### src/rtl/game_state_ctl_if.sv
// Bundles the game sequencer's input events and registered status outputs.
// slave = sequencer side, master = side driving mouse/vsync/hit inputs.
interface game_state_ctl_if;
  localparam int unsigned POS_W    = 12;
  localparam int unsigned STATE_W  = 3;
  localparam int unsigned LIVES_W  = 2;
  localparam int unsigned FRAMES_W = 11;

  logic                vsync_in;
  logic                mouse_left;
  logic [POS_W-1:0]    mouse_xpos;
  logic [POS_W-1:0]    mouse_ypos;
  logic                btn_menu;
  logic                player_hit;
  logic                peer_ready;
  logic [STATE_W-1:0]  control_state;
  logic [LIVES_W-1:0]  lives_left;
  logic [FRAMES_W-1:0] frames_left;
  logic                game_rst;
  logic                local_ready;

  modport master (
    output vsync_in, mouse_left, mouse_xpos, mouse_ypos,
    output btn_menu, player_hit, peer_ready,
    input  control_state, lives_left, frames_left, game_rst, local_ready
  );

  modport slave (
    input  vsync_in, mouse_left, mouse_xpos, mouse_ypos,
    input  btn_menu, player_hit, peer_ready,
    output control_state, lives_left, frames_left, game_rst, local_ready
  );
endinterface

### src/rtl/game_state_ctl.sv
// Game sequencer: MENU/GAME/VICTORY/GAME_OVER/MULTI_WAIT, lives and survival-frame counters.
// Define MULTIPLAYER_EN to enable the MULTI button, MULTI_WAIT state and local_ready.
module game_state_ctl #(
  parameter int unsigned LIVES         = 3,
  parameter int unsigned GAME_FRAMES   = 1800,
  parameter int unsigned INVULN_FRAMES = 60,
  parameter int unsigned BTN_X0        = 412,
  parameter int unsigned BTN_X1        = 612,
  parameter int unsigned PLAY_Y0       = 400,
  parameter int unsigned PLAY_Y1       = 480,
  parameter int unsigned MULTI_Y0      = 500,
  parameter int unsigned MULTI_Y1      = 580
) (
  input logic             clk,
  input logic             rst,
  game_state_ctl_if.slave bus
);

  localparam int unsigned POS_W    = 12;
  localparam int unsigned LIVES_W  = 2;
  localparam int unsigned FRAMES_W = 11;
  localparam int unsigned INV_W    = 8;

  typedef enum logic [2:0] {
    ST_MENU       = 3'b000,
    ST_GAME       = 3'b001,
    ST_VICTORY    = 3'b010,
    ST_GAME_OVER  = 3'b011,
    ST_MULTI_WAIT = 3'b100
  } state_e;

  state_e              state_q, state_d;
  logic [LIVES_W-1:0]  lives_q, lives_d;
  logic [FRAMES_W-1:0] frames_q, frames_d;
  logic [INV_W-1:0]    inv_q, inv_d;
  logic                game_rst_q, game_rst_d;
  logic                local_ready_q, local_ready_d;
  logic                mouse_left_q, btn_menu_q, vsync_q;

  logic click_c, menu_c, tick_c;
  logic in_play_c, in_multi_c;
  logic hit_ok_c, fatal_c, start_game_c;

  // Rising-edge events; previous samples reset high so held inputs stay quiet
  assign click_c = bus.mouse_left & ~mouse_left_q;
  assign menu_c  = bus.btn_menu   & ~btn_menu_q;
  assign tick_c  = bus.vsync_in   & ~vsync_q;

  assign in_play_c  = (bus.mouse_xpos >= POS_W'(BTN_X0))   && (bus.mouse_xpos < POS_W'(BTN_X1)) &&
                      (bus.mouse_ypos >= POS_W'(PLAY_Y0))  && (bus.mouse_ypos < POS_W'(PLAY_Y1));
  assign in_multi_c = (bus.mouse_xpos >= POS_W'(BTN_X0))   && (bus.mouse_xpos < POS_W'(BTN_X1)) &&
                      (bus.mouse_ypos >= POS_W'(MULTI_Y0)) && (bus.mouse_ypos < POS_W'(MULTI_Y1));

  // A hit only counts once the invulnerability window has drained
  assign hit_ok_c = bus.player_hit && (inv_q == '0);
  assign fatal_c  = hit_ok_c && (lives_q == LIVES_W'(1));

`ifndef MULTIPLAYER_EN
  logic unused_mp;
  assign unused_mp = bus.peer_ready ^ in_multi_c;
`endif

  always_ff @(posedge clk or posedge rst) begin
    if (rst) begin
      state_q       <= ST_MENU;
      lives_q       <= '0;
      frames_q      <= '0;
      inv_q         <= '0;
      game_rst_q    <= 1'b0;
      local_ready_q <= 1'b0;
      mouse_left_q  <= 1'b1;
      btn_menu_q    <= 1'b1;
      vsync_q       <= 1'b1;
    end else begin
      state_q       <= state_d;
      lives_q       <= lives_d;
      frames_q      <= frames_d;
      inv_q         <= inv_d;
      game_rst_q    <= game_rst_d;
      local_ready_q <= local_ready_d;
      mouse_left_q  <= bus.mouse_left;
      btn_menu_q    <= bus.btn_menu;
      vsync_q       <= bus.vsync_in;
    end
  end

  always_comb begin
    state_d      = state_q;
    lives_d      = lives_q;
    frames_d     = frames_q;
    inv_d        = inv_q;
    game_rst_d   = 1'b0;
    start_game_c = 1'b0;

    if (menu_c) begin
      state_d = ST_MENU;
    end else begin
      unique case (state_q)
        ST_MENU: begin
          if (click_c && in_play_c) begin
            start_game_c = 1'b1;
`ifdef MULTIPLAYER_EN
          end else if (click_c && in_multi_c) begin
            state_d = ST_MULTI_WAIT;
`endif
          end
        end

        ST_MULTI_WAIT: begin
`ifdef MULTIPLAYER_EN
          if (bus.peer_ready) start_game_c = 1'b1;
`else
          state_d = ST_MENU;
`endif
        end

        ST_GAME: begin
          if (tick_c) begin
            if (frames_q != '0) frames_d = frames_q - FRAMES_W'(1);
            if (inv_q != '0)    inv_d    = inv_q - INV_W'(1);
          end
          if (hit_ok_c) begin
            if (lives_q != '0) lives_d = lives_q - LIVES_W'(1);
            inv_d = INV_W'(INVULN_FRAMES);
          end
          // Losing the last life beats running out the clock in the same cycle
          if (fatal_c) begin
            state_d = ST_GAME_OVER;
          end else if (tick_c && (frames_q == FRAMES_W'(1))) begin
            state_d = ST_VICTORY;
          end
        end

        ST_VICTORY, ST_GAME_OVER: begin
          if (click_c) begin
            if (in_play_c) start_game_c = 1'b1;
            else           state_d      = ST_MENU;
          end
        end

        default: state_d = ST_MENU;
      endcase
    end

    if (start_game_c) begin
      state_d    = ST_GAME;
      lives_d    = LIVES_W'(LIVES);
      frames_d   = FRAMES_W'(GAME_FRAMES);
      inv_d      = '0;
      game_rst_d = 1'b1;
    end
  end

`ifdef MULTIPLAYER_EN
  assign local_ready_d = (state_d == ST_MULTI_WAIT);
`else
  assign local_ready_d = 1'b0;
`endif

  assign bus.control_state = state_q;
  assign bus.lives_left    = lives_q;
  assign bus.frames_left   = frames_q;
  assign bus.game_rst      = game_rst_q;
  assign bus.local_ready   = local_ready_q;

endmodule
### src/flat_wrapper.sv
// flat-port wrapper written by rule: the top's interface ports become plain ports
module game_state_ctl_flat 
#(
  parameter int unsigned LIVES         = 3,
  parameter int unsigned GAME_FRAMES   = 1800,
  parameter int unsigned INVULN_FRAMES = 60,
  parameter int unsigned BTN_X0        = 412,
  parameter int unsigned BTN_X1        = 612,
  parameter int unsigned PLAY_Y0       = 400,
  parameter int unsigned PLAY_Y1       = 480,
  parameter int unsigned MULTI_Y0      = 500,
  parameter int unsigned MULTI_Y1      = 580
)
  (clk, rst, bus_vsync_in, bus_mouse_left, bus_mouse_xpos, bus_mouse_ypos, bus_btn_menu, bus_player_hit, bus_peer_ready, bus_control_state, bus_lives_left, bus_frames_left, bus_game_rst, bus_local_ready);
  game_state_ctl_if bus_i ();
  input logic clk;
  input logic rst;
  input wire logic [$bits(bus_i.vsync_in)-1:0] bus_vsync_in;
  input wire logic [$bits(bus_i.mouse_left)-1:0] bus_mouse_left;
  input wire logic [$bits(bus_i.mouse_xpos)-1:0] bus_mouse_xpos;
  input wire logic [$bits(bus_i.mouse_ypos)-1:0] bus_mouse_ypos;
  input wire logic [$bits(bus_i.btn_menu)-1:0] bus_btn_menu;
  input wire logic [$bits(bus_i.player_hit)-1:0] bus_player_hit;
  input wire logic [$bits(bus_i.peer_ready)-1:0] bus_peer_ready;
  output wire logic [$bits(bus_i.control_state)-1:0] bus_control_state;
  output wire logic [$bits(bus_i.lives_left)-1:0] bus_lives_left;
  output wire logic [$bits(bus_i.frames_left)-1:0] bus_frames_left;
  output wire logic [$bits(bus_i.game_rst)-1:0] bus_game_rst;
  output wire logic [$bits(bus_i.local_ready)-1:0] bus_local_ready;
  assign bus_i.vsync_in = bus_vsync_in;
  assign bus_i.mouse_left = bus_mouse_left;
  assign bus_i.mouse_xpos = bus_mouse_xpos;
  assign bus_i.mouse_ypos = bus_mouse_ypos;
  assign bus_i.btn_menu = bus_btn_menu;
  assign bus_i.player_hit = bus_player_hit;
  assign bus_i.peer_ready = bus_peer_ready;
  assign bus_control_state = bus_i.control_state;
  assign bus_lives_left = bus_i.lives_left;
  assign bus_frames_left = bus_i.frames_left;
  assign bus_game_rst = bus_i.game_rst;
  assign bus_local_ready = bus_i.local_ready;
  game_state_ctl #(.LIVES(LIVES), .GAME_FRAMES(GAME_FRAMES), .INVULN_FRAMES(INVULN_FRAMES), .BTN_X0(BTN_X0), .BTN_X1(BTN_X1), .PLAY_Y0(PLAY_Y0), .PLAY_Y1(PLAY_Y1), .MULTI_Y0(MULTI_Y0), .MULTI_Y1(MULTI_Y1)) u_core (.clk(clk), .rst(rst), .bus(bus_i));
endmodule
### config.mk
export PLATFORM = sky130hd
export DESIGN_NAME = game_state_ctl_flat
export DESIGN_NICKNAME = d
export VERILOG_FILES = /design/src/rtl/game_state_ctl_if.sv /design/src/rtl/game_state_ctl.sv /design/src/flat_wrapper.sv
export SDC_FILE = /design/constraint.sdc
export NUM_CORES = 1
export LEC_CHECK = 0
export ABC_AREA = 1
export BUFFER_PORTS_ARGS = -buffer_cell sky130_fd_sc_hd__buf_2
export CAP_MARGIN = 20
export CORE_MARGIN = 1
export CORE_UTILIZATION = 56
export DETAILED_ROUTE_END_ITERATION = 16
export GPL_TIMING_DRIVEN = 1
export PLACE_DENSITY = 0.85
export SYNTH_ARGS = -nofsm -noshare
export SYNTH_HDL_FRONTEND = slang
export SYNTH_SLANG_ARGS = --single-unit
### constraint.sdc
create_clock -name clk -period 3.6 [get_ports clk]
set_input_delay 0.54 -clock clk [delete_from_list [all_inputs] [get_ports clk]]
set_output_delay 0.54 -clock clk [all_outputs]
set_load 0.005 [all_outputs]
==> metrics.txt, run 1 <==
Max clock buf depth=2; layout cell share with drive strength beyond 1=23.00%; hpwl dp=2602 µm; mean post-synth cell area=7.355 µm²; Sinks on Clock Net=27; antenna cells=0; worst hold slack=97.84 ps; final setup violation count=0; RR Startpoint=u_core.btn_menu_q; Clock transition at path regs=150 ps; count of TritonRoute iterations in the first routing pass=4; Core Footprint=3053 µm²; Total Power=0.4957 mW; Worst EP arrival=2390 ps; routability congestion estimate=0.8479; worst r2r path cells=10; Reg-to-Reg End=u_core.inv_q[2]; first-pass GRT wire length=5940 µm; # IOs=49; most frequent cells in the layout=47 x nand2_1, 44 x inv_1, 39 x buf_2, 36 x nor2_1, 33 x nand3_1; main area contributors after synthesis=dfrtp_1 33%, nand2_1 9.8%, inv_1 9.1%; Area growth, synth to finish=15.35%; status=finished clean; postcts setup bufs=0; residual DRC count=0; post-CTS sizing=0; PortBufs=39; Max Clock Skew=8.758 ps; RSZ-0062 raised after global routing=false; Yosys top cell by area=dfrtp_1; clk_lat worst skew=320 ps; hold buffers post-CTS=0; CTS tree=done; Tot GR Track Use=22.19%; Slew Viols, Final=0; Critical Path Fanout Max=21; Starting Density=59.26%; Via density=4.852; Worst setup SP type=flip-flop; die width=58.84 µm; fin crit period=2117 ps; fraction of registers with async set/reset=100.0%; crit end category=flip-flop; Seq cells post-synth=27; cells after synthesis=246; detailed-route wire length=3329 µm; pwr dens=237.5 nW/µm²; pin count of the biggest net entering global routing=28; Post-synth top flop=dfrtp_1; VDD IR max=0.0001398 V; share of the synthesized area in the top cell type=33.20%; design area=2087 µm²; initial antenna violation count=0; vias in the first global route=1,469; synthesized cell area=1809 µm²; Rows=20; number of max-cap violations=0; Root Buffer=clkbuf_4; Max Freq=0.4724 GHz; reg2reg setup slack=1480 ps; via count=1,606; DRT iter0 DRCs=80; period utilisation layout=58.81%; normalized max-slew margin=62.76%; Hold Path Class=input pin to asynchronous set/reset pin; worst endpoint required time=3870 ps; Final #Nets=324; Crit Path Class=flip-flop to flip-flop; Die Area=3462 µm²; Netlist cell types=34; Inserted Clock Buffers=3; GR Overflow Total=0; DR WL/cell=10.06 µm; YS warnings=0; DIE HEIGHT=58.84 µm; Post-synth EDFFs=0; H-tree lvl count=1; sequential cell area fraction in the yosys report=37.55%; commonest non-fill, non-tap cell in the layout=nand2_1; DRT antenna net count=0; Leak=1.168 nW; Final Hold Vio Count=0; final setup TNS=0 ps; Area after DPL=2029 µm²; Worst-Margin Slew=557.9 ps
## Yosys cell counts, drive strengths merged (3+ instances only)
cell and n:
a21oi 6, buf 4, dfrtp 24, dfstp 3
ha 5, inv 45, nand2 54, nand3 37
nand4 6, nor2 40, nor3 5, o21ai 4
o31ai 3, or2 3
## worst max-delay path by stage
stage | slack (ps) | from | to | cells past startpoint
after CTS | 1440 | u_core.btn_menu_q | u_core.inv_q[2] | 10
after detailed placement | 1220 | bus_mouse_left | u_core.inv_q[2] | 11
final | 1480 | u_core.btn_menu_q | u_core.inv_q[2] | 10
after global routing | 1250 | u_core.btn_menu_q | u_core.inv_q[2] | 10
after floorplan | 2050 | u_core.inv_q[0] | u_core.bus.lives_left[0] | 9
after global placement | 1280 | bus_mouse_ypos[9] | u_core.inv_q[3] | 12
## cells by family after synthesis
group           after synthesis  share of synthesized area [%]
compound gates               15                          5.878
xor+xnor                      2                         0.9684
fa+ha+maj                     5                          3.458
buf+inv                      49                          11.20
flops                        27                          37.55
other cells                   1                         0.2073
simple gates                147                          40.73
## metrics by stage
stage / setup WS [ps] / util (%) / cells
floorplan: 2051 / - / 247
global placement: 1279 / 66.48 / 326
detailed placement: 1221 / 66.48 / 326
CTS: 1442 / 67.46 / 330
global route: 1252 / 68.36 / 331
finish: 1483 / 68.36 / 331
## sequential cells by signal, summed over array words and instances (netlist names)
signal,count
u_core.bus.lives_left,2
u_core.bus.frames_left,11
u_core.btn_menu_q,1
u_core.mouse_left_q,1
u_core.inv_q,8
u_core.bus.game_rst,1
u_core.vsync_q,1
u_core.bus.control_state,2
## worst max-delay path, stage by stage (launching register included)
cell     delay, ps
dfstp_2        540
nor2_1          50
nor2_1          80
nand2_1         50
nor2_1         120
nand3_2        440
nand2_2        350
nand2_2        140
nand2_4        130
nand3_1         80
nand2_1         80
## report_power, final
part,internal [mW],switching (mW)
Combinational,0.0226,0.0297
Clock,0.0424,0.0895
Sequential,0.309,0.00260
Total,0.374,0.122
## area by class of cell
| cell class | count | area (µm²) |
|---|---|---|
| fill | 274 | 965.9 |
| multi-input combinational | 171 | 930.9 |
| sequential | 27 | 679.4 |
| timing repair buffer | 40 | 222.7 |
| inverter | 45 | 168.9 |
| tap | 44 | 55.05 |
| clock buffer | 3 | 22.52 |
| clock inverter | 1 | 7.507 |
## metal layers
metal	global-route usage [%]	routed length (µm)
met1	29.66	1591
met2	38.31	1600
met3	2.198	119
met4	6.122	17
met5	0	0
Note: power is estimated with default switching activity, not from simulation.
==> run 2, diff against run 1 <==
--- a/config.mk
+++ b/config.mk
@@ -9,10 +9,10 @@
 export BUFFER_PORTS_ARGS = -buffer_cell sky130_fd_sc_hd__buf_2
 export CAP_MARGIN = 20
 export CORE_MARGIN = 1
-export CORE_UTILIZATION = 56
+export CORE_UTILIZATION = 47
 export DETAILED_ROUTE_END_ITERATION = 16
 export GPL_TIMING_DRIVEN = 1
-export PLACE_DENSITY = 0.85
+export PLACE_DENSITY = 0.77
 export SYNTH_ARGS = -nofsm -noshare
 export SYNTH_HDL_FRONTEND = slang
 export SYNTH_SLANG_ARGS = --single-unit
==> constraint.sdc (replaced) <==
create_clock -name clk -period 1.7 [get_ports clk]
set_input_delay 0.255 -clock clk [delete_from_list [all_inputs] [get_ports clk]]
set_output_delay 0.255 -clock clk [all_outputs]
set_load 0.005 [all_outputs]
==> run 2 against run 1 <==
Against the previous run:
- highest routed layer unchanged
- fmax is 31% higher
- largest cell class unchanged
- total power grew 130%
- clock power grew to 2.9 times the previous value
- critical path depth stayed put
- critical path type unchanged
==> metrics.txt, run 2 (synthesis gave the netlist of run 1 again) <==
Leak=1.283 nW (+9.9%); clock power share=32.7% (+6.1 points); initial antenna violation count=0 (unchanged); Sw Pwr=0.2848 mW (+130%); vias in the first global route=1,604 (+9.2%); DRT antenna net count=0 (unchanged); post-layout util=62.92% (-5.4 points); Max clock buf depth=2 (unchanged); Inserted Clock Buffers=3 (unchanged); Worst EP arrival=1780 ps (-610 ps); PortBufs=39 (unchanged); Starting Density=49.05% (-10 points); Final Hold Vio Count=0 (unchanged); Critical Path Fanout Max=5 (-76%); Core Footprint=3689 µm² (+21%); antenna cells=0 (unchanged); Slew Viols, Final=0 (unchanged); worst path cell trace=nor2_1, nor2_1, nand2_1, nor2_2, nand3_4, buf_12, o31ai_4, nand2_1, nor2_1, nor2_1; Internal=0.8704 mW (+130%); commonest non-fill, non-tap cell in the layout=nand2_1; Tot GR Track Use=19.64% (-2.5 points); critical path's slowest cell=dfstp_2; crit end category=flip-flop; CP max stage delay=520 ps (-20 ps); Root Buffer=clkbuf_8; Comb pwr share=10.2% (-0.3 points); Clock transition at path regs=100 ps (-50 ps); first-pass GRT wire length=6410 µm (+7.9%); Final #Nets=342 (+5.6%); residual DRC count=0 (unchanged); fin crit period=1613 ps (-503.9 ps); Max Freq=0.6199 GHz (+31%); Area growth, synth to finish=28.29%; Die Area=4102 µm² (+18%); detailed-route wire length=3954 µm (+19%); Worst setup SP type=flip-flop; die width=64.05 µm (+8.8%); number of max-cap violations=0 (unchanged); CTS tree=done; Rows=22 (+10%); DR WL/cell=11.20 µm (+11%); layout cell share with drive strength beyond 1=30.49% (+7.5 points); period utilisation layout=94.89% (+36 points); clk_lat worst skew=280 ps (-40 ps); Hold Path Class=input pin to flip-flop; DRT iter0 DRCs=66 (-18%); H-tree lvl count=1 (unchanged); Total Power=1.155 mW (+130%); CP top delay family=simple AND/OR/NAND/NOR gates; Sinks on Clock Net=27 (unchanged); most frequent cells in the layout=46 x nand2_1, 40 x inv_1, 39 x buf_2, 34 x nor2_1, 33 x nand3_1; Max Clock Skew=16.94 ps (+8.185 ps); final setup violation count=0 (unchanged); GR Overflow Total=0 (unchanged); worst endpoint required time=1870 ps (-2000 ps); worst path bufs/invs=1 (+1); Worst path most repeated cell=nor2_1; routability congestion estimate=0.8839 (+4.2%); # IOs=49 (unchanged); worst hold slack=65.68 ps (-32.16 ps); Flop pwr share=57.1% (-5.8 points); via count=1,744 (+8.6%); VDD IR max=0.0005224 V (+270%); Via density=4.941 (+1.8%); Crit Path Class=flip-flop to flip-flop; DIE HEIGHT=64.05 µm (+8.8%); Net Sw Frac=24.65% (+0.088 points); hpwl dp=2953 µm (+13%); dpl cells=340 (+4.3%); pin count of the biggest net entering global routing=17 (-39%); status=finished clean; Final Non-Filler Cells=353 (+6.6%); max FFs per register=11 (unchanged); count of TritonRoute iterations in the first routing pass=4 (unchanged); pwr dens=497.7 nW/µm² (+110%)
## run 2: cell count changes in the layout (fill, tap and decap cells not counted), sizes merged
cell,change
clkbuf,+1
dlygate4sd3,+1
buf,+16
## run 2: metrics by stage
step,worst slack (ps),setup TNS (ps),cell area (µm²)
floorplan,150.8,0,1813
global placement,60.80,0,2110
detailed placement,12.60,0,2110
CTS,11.20,0,2171
global route,-35.50,-128.4,2321
finish,86.89,0,2321
## run 2: worst paths after layout
| kind | startpoint | to | slack [ps] | cells past startpoint |
|---|---|---|---|---|
| hold reg to reg | u_core.bus.frames_left[9] | u_core.bus.frames_left[9] | 520 | 2 |
| setup reg to reg | u_core.btn_menu_q | u_core.bus.lives_left[1] | 90 | 10 |
| min in group asynchronous | rst | u_core.bus.frames_left[0] | 500 | 4 |
| max in group asynchronous | rst | u_core.btn_menu_q | 900 | 4 |
| setup / recovery | u_core.btn_menu_q | u_core.bus.lives_left[1] | 90 | 10 |
| hold / removal | bus_mouse_left | u_core.mouse_left_q | 70 | 1 |
## run 2: timing repair
action | CTS | global route
hold buffers | 1 | 0
gates cloned | 0 | 1
pin swaps | 0 | 9
setup endpoints to repair | 1 | 17
hold endpoints to repair | 14 | 0
gates resized for setup | 1 | 19
buffers inserted | 0 | 7
## run 2: final cells by class
type,count,area (µm²)
clock inverters,1,7.507
clock buffers,3,41.29
well taps,48,60.06
fillers,325,1368
repair buffers,58,370.4
inverters,45,168.9
multi-input cells,171,993.5
flip-flops and latches,27,679.4
## run 2: power groups by stage
stage               Sequential, mW  Clock (mW)  Combinational, mW
CTS                          0.660       0.389              0.113
global placement             0.672           0              0.108
floorplan                    0.672           0             0.0600
global route                 0.661       0.409              0.137
detailed placement           0.672           0              0.111
finish                       0.660       0.378              0.118
## run 2: metal layers
metal  global-route usage, %  vias up  part of all wire (%)
li1                        -      894                     -
met4                   3.409        0                  0.71
met5                       0        -                     0
met2                   38.03       25                    55
met1                   22.00      821                    42
met3                   3.929        4                   2.6
==> run 3, diff against run 2 <==
==> constraint.sdc (replaced) <==
create_clock -name clk -period 1.3 [get_ports clk]
set_input_delay 0.195 -clock clk [delete_from_list [all_inputs] [get_ports clk]]
set_output_delay 0.195 -clock clk [all_outputs]
set_load 0.005 [all_outputs]
==> run 3 against run 2 <==
Against the previous run:
- largest power group unchanged
- worst hold slack got worse by 43 ps
- the run now ends with negative setup slack left
- final cell count increased by 12%
- count of clock-buffer cells in the layout increased by 1
- sequential power increased by 30%
- largest cell class unchanged
- final area increased by 18%
==> metrics.txt, run 3 (synthesis gave the netlist of run 1 again) <==
register area=679.4 µm² (unchanged); Max Freq=0.6190 GHz (-0.14%); commonest non-fill, non-tap cell in the layout=buf_4; Leak=1.515 nW (+18%); CTS tree=done; Critical Path Fanout Max=5 (unchanged); Net Sw Frac=24.35% (-0.30 points); DIE HEIGHT=64.05 µm (unchanged); Die Area=4102 µm² (unchanged); vias in the first global route=1,852 (+15%); Core Footprint=3689 µm² (unchanged); Comb pwr share=12.4% (+2.2 points); via count=1,934 (+11%); final setup violation count=24 (+24); Worst setup SP type=flip-flop; clk_lat worst skew=280 ps (about the same); Inserted Clock Buffers=3 (unchanged); max FFs per register=11 (unchanged); Max clock buf depth=2 (unchanged); hpwl dp=3447 µm (+17%); design area=2741 µm² (+18%); violations in the final reports=negative setup slack; Area after DPL=2511 µm² (+19%); Tot GR Track Use=24.11% (+4.5 points); crit end category=flip-flop; Max Clock Skew=10.94 ps (-5.999 ps); Starting Density=49.05% (unchanged); VDD IR max=0.0006870 V (+31%); period utilisation layout=124.3% (+29 points); Final #Nets=383 (+12%); routability congestion estimate=0.8226 (-6.9%); clock power share=31.7% (-1.0 points); GR Overflow Total=0 (unchanged); PortBufs=39 (unchanged); Sinks on Clock Net=27 (unchanged); Slew Viols, Final=0 (unchanged); Area growth, synth to finish=51.52%; Multi-input gate area=1102 µm² (+11%); pwr dens=561.4 nW/µm² (+13%); Hold Path Class=input pin to flip-flop; most frequent cells in the layout=55 x buf_4, 39 x nand2_1, 39 x buf_2, 38 x inv_1, 30 x nor2_1; fillers=270 (-17%); # IOs=49 (unchanged); count of TritonRoute iterations in the first routing pass=4 (unchanged); Clock transition at path regs=100 ps (about the same); fin crit period=1615 ps (+2.323 ps); Flop pwr share=55.9% (-1.2 points); post-layout util=74.32% (+11 points); Root Buffer=clkbuf_8; pin count of the biggest net entering global routing=28 (+11); worst endpoint required time=1470 ps (-400 ps); Crit Path Class=flip-flop to flip-flop; Worst EP arrival=1790 ps (about the same); residual DRC count=0 (unchanged); Internal=1.164 mW (+34%); DR WL/cell=11.84 µm (+5.7%); antenna cells=0 (unchanged); DRT antenna net count=0 (unchanged); H-tree lvl count=1 (unchanged); number of max-cap violations=0 (unchanged); Via density=4.909 (-0.65%); Rows=22 (unchanged); RSZ-0062 raised after global routing=true; die width=64.05 µm (unchanged); final worst slack=-315.4 ps (-402.3 ps); detailed-route wire length=4664 µm (+18%); status=finished with violations; initial antenna violation count=0 (unchanged); Final Hold Vio Count=0 (unchanged); DRT iter0 DRCs=52 (-21%); layout cell share with drive strength beyond 1=45.38% (+15 points); first-pass GRT wire length=7748 µm (+21%); Sw Pwr=0.3748 mW (+32%)
run 3: changes by cell type in the layout (fill, tap and decap cells not counted), sizes merged:
cell / before / now
clkbuf: 4 / 5
clkinvlp: 1 / 0
buf: 56 / 97
run 3: worst paths after layout:
check / startpoint / to / slack (ps) / cells past startpoint
max in group asynchronous: rst / u_core.btn_menu_q / 470 / 4
setup / recovery: u_core.btn_menu_q / u_core.bus.lives_left[0] / -320 / 10
hold / removal: bus_vsync_in / u_core.vsync_q / 20 / 1
setup reg to reg: u_core.btn_menu_q / u_core.bus.lives_left[0] / -320 / 10
hold reg to reg: u_core.inv_q[5] / u_core.inv_q[5] / 550 / 2
min in group asynchronous: rst / u_core.bus.frames_left[9] / 510 / 4
run 3: metrics by stage:
| stage | setup slack, ps | std cells | setup TNS (ps) | power [mW] | hold slack (ps) |
|---|---|---|---|---|---|
| 2_1_floorplan | -159.1 | 247 | -2213 | 0.9591 | 199.5 |
| 3_3_place_gp | -221.0 | 386 | -4082 | 1.053 | 277.5 |
| 3_5_place_dp | -276.1 | 386 | -4892 | 1.057 | 278.4 |
| 4_1_cts | -262.7 | 392 | -4830 | 1.556 | 13.17 |
| 5_1_grt | -425.6 | 394 | -8132 | 1.618 | 9.190 |
| 6_report | -315.4 | 394 | -5582 | 1.539 | 22.55 |
run 3: what timing repair did:
item / 4_1_cts / 5_1_grt
pin swaps: 7 / 12
setup endpoints to repair: 24 / 24
cloned: 0 / 1
endpoints found under the hold margin: 24 / 0
buffers inserted: 1 / 1
resized for setup: 5 / 31
hold buffers: 1 / 0
run 3: per-layer routing:
layer / part of all wire [%] / GRT usage (%) / routed length (µm) / up-vias
li1: - / - / - / 979
met1: 42 / 27.23 / 1954 / 909
met2: 53 / 45.48 / 2459 / 38
met3: 3.9 / 4.286 / 180 / 8
met4: 1.5 / 7.102 / 70 / 0
met5: 0 / 0 / 0 / -
run 3: final cells by class:
| cell class | instances | share of cell area [%] |
|---|---|---|
| multi-input combinational | 171 | 40.21 |
| timing repair buffer | 99 | 24.83 |
| sequential | 27 | 24.78 |
| inverter | 45 | 6.344 |
| tap | 48 | 2.191 |
| clock buffer | 4 | 1.643 |
run 3: power by group through the flow:
stage,combinational [mW],sequential [mW],clock (mW)
2_1_floorplan,0.0806,0.878,0
3_3_place_gp,0.177,0.876,0
3_5_place_dp,0.181,0.876,0
4_1_cts,0.186,0.861,0.510
5_1_grt,0.218,0.863,0.538
6_report,0.191,0.861,0.487
run 3: worst max-delay path, stage by stage, from the launching register on:
cell and delay [ps]:
dfstp_2 530, nor2_2 40, nor2_1 70, nand2_1 60
nor2_2 140, nand3_4 160, buf_8 190, o31ai_4 60
nand2_1 110, nor2_1 110, nor2_1 50
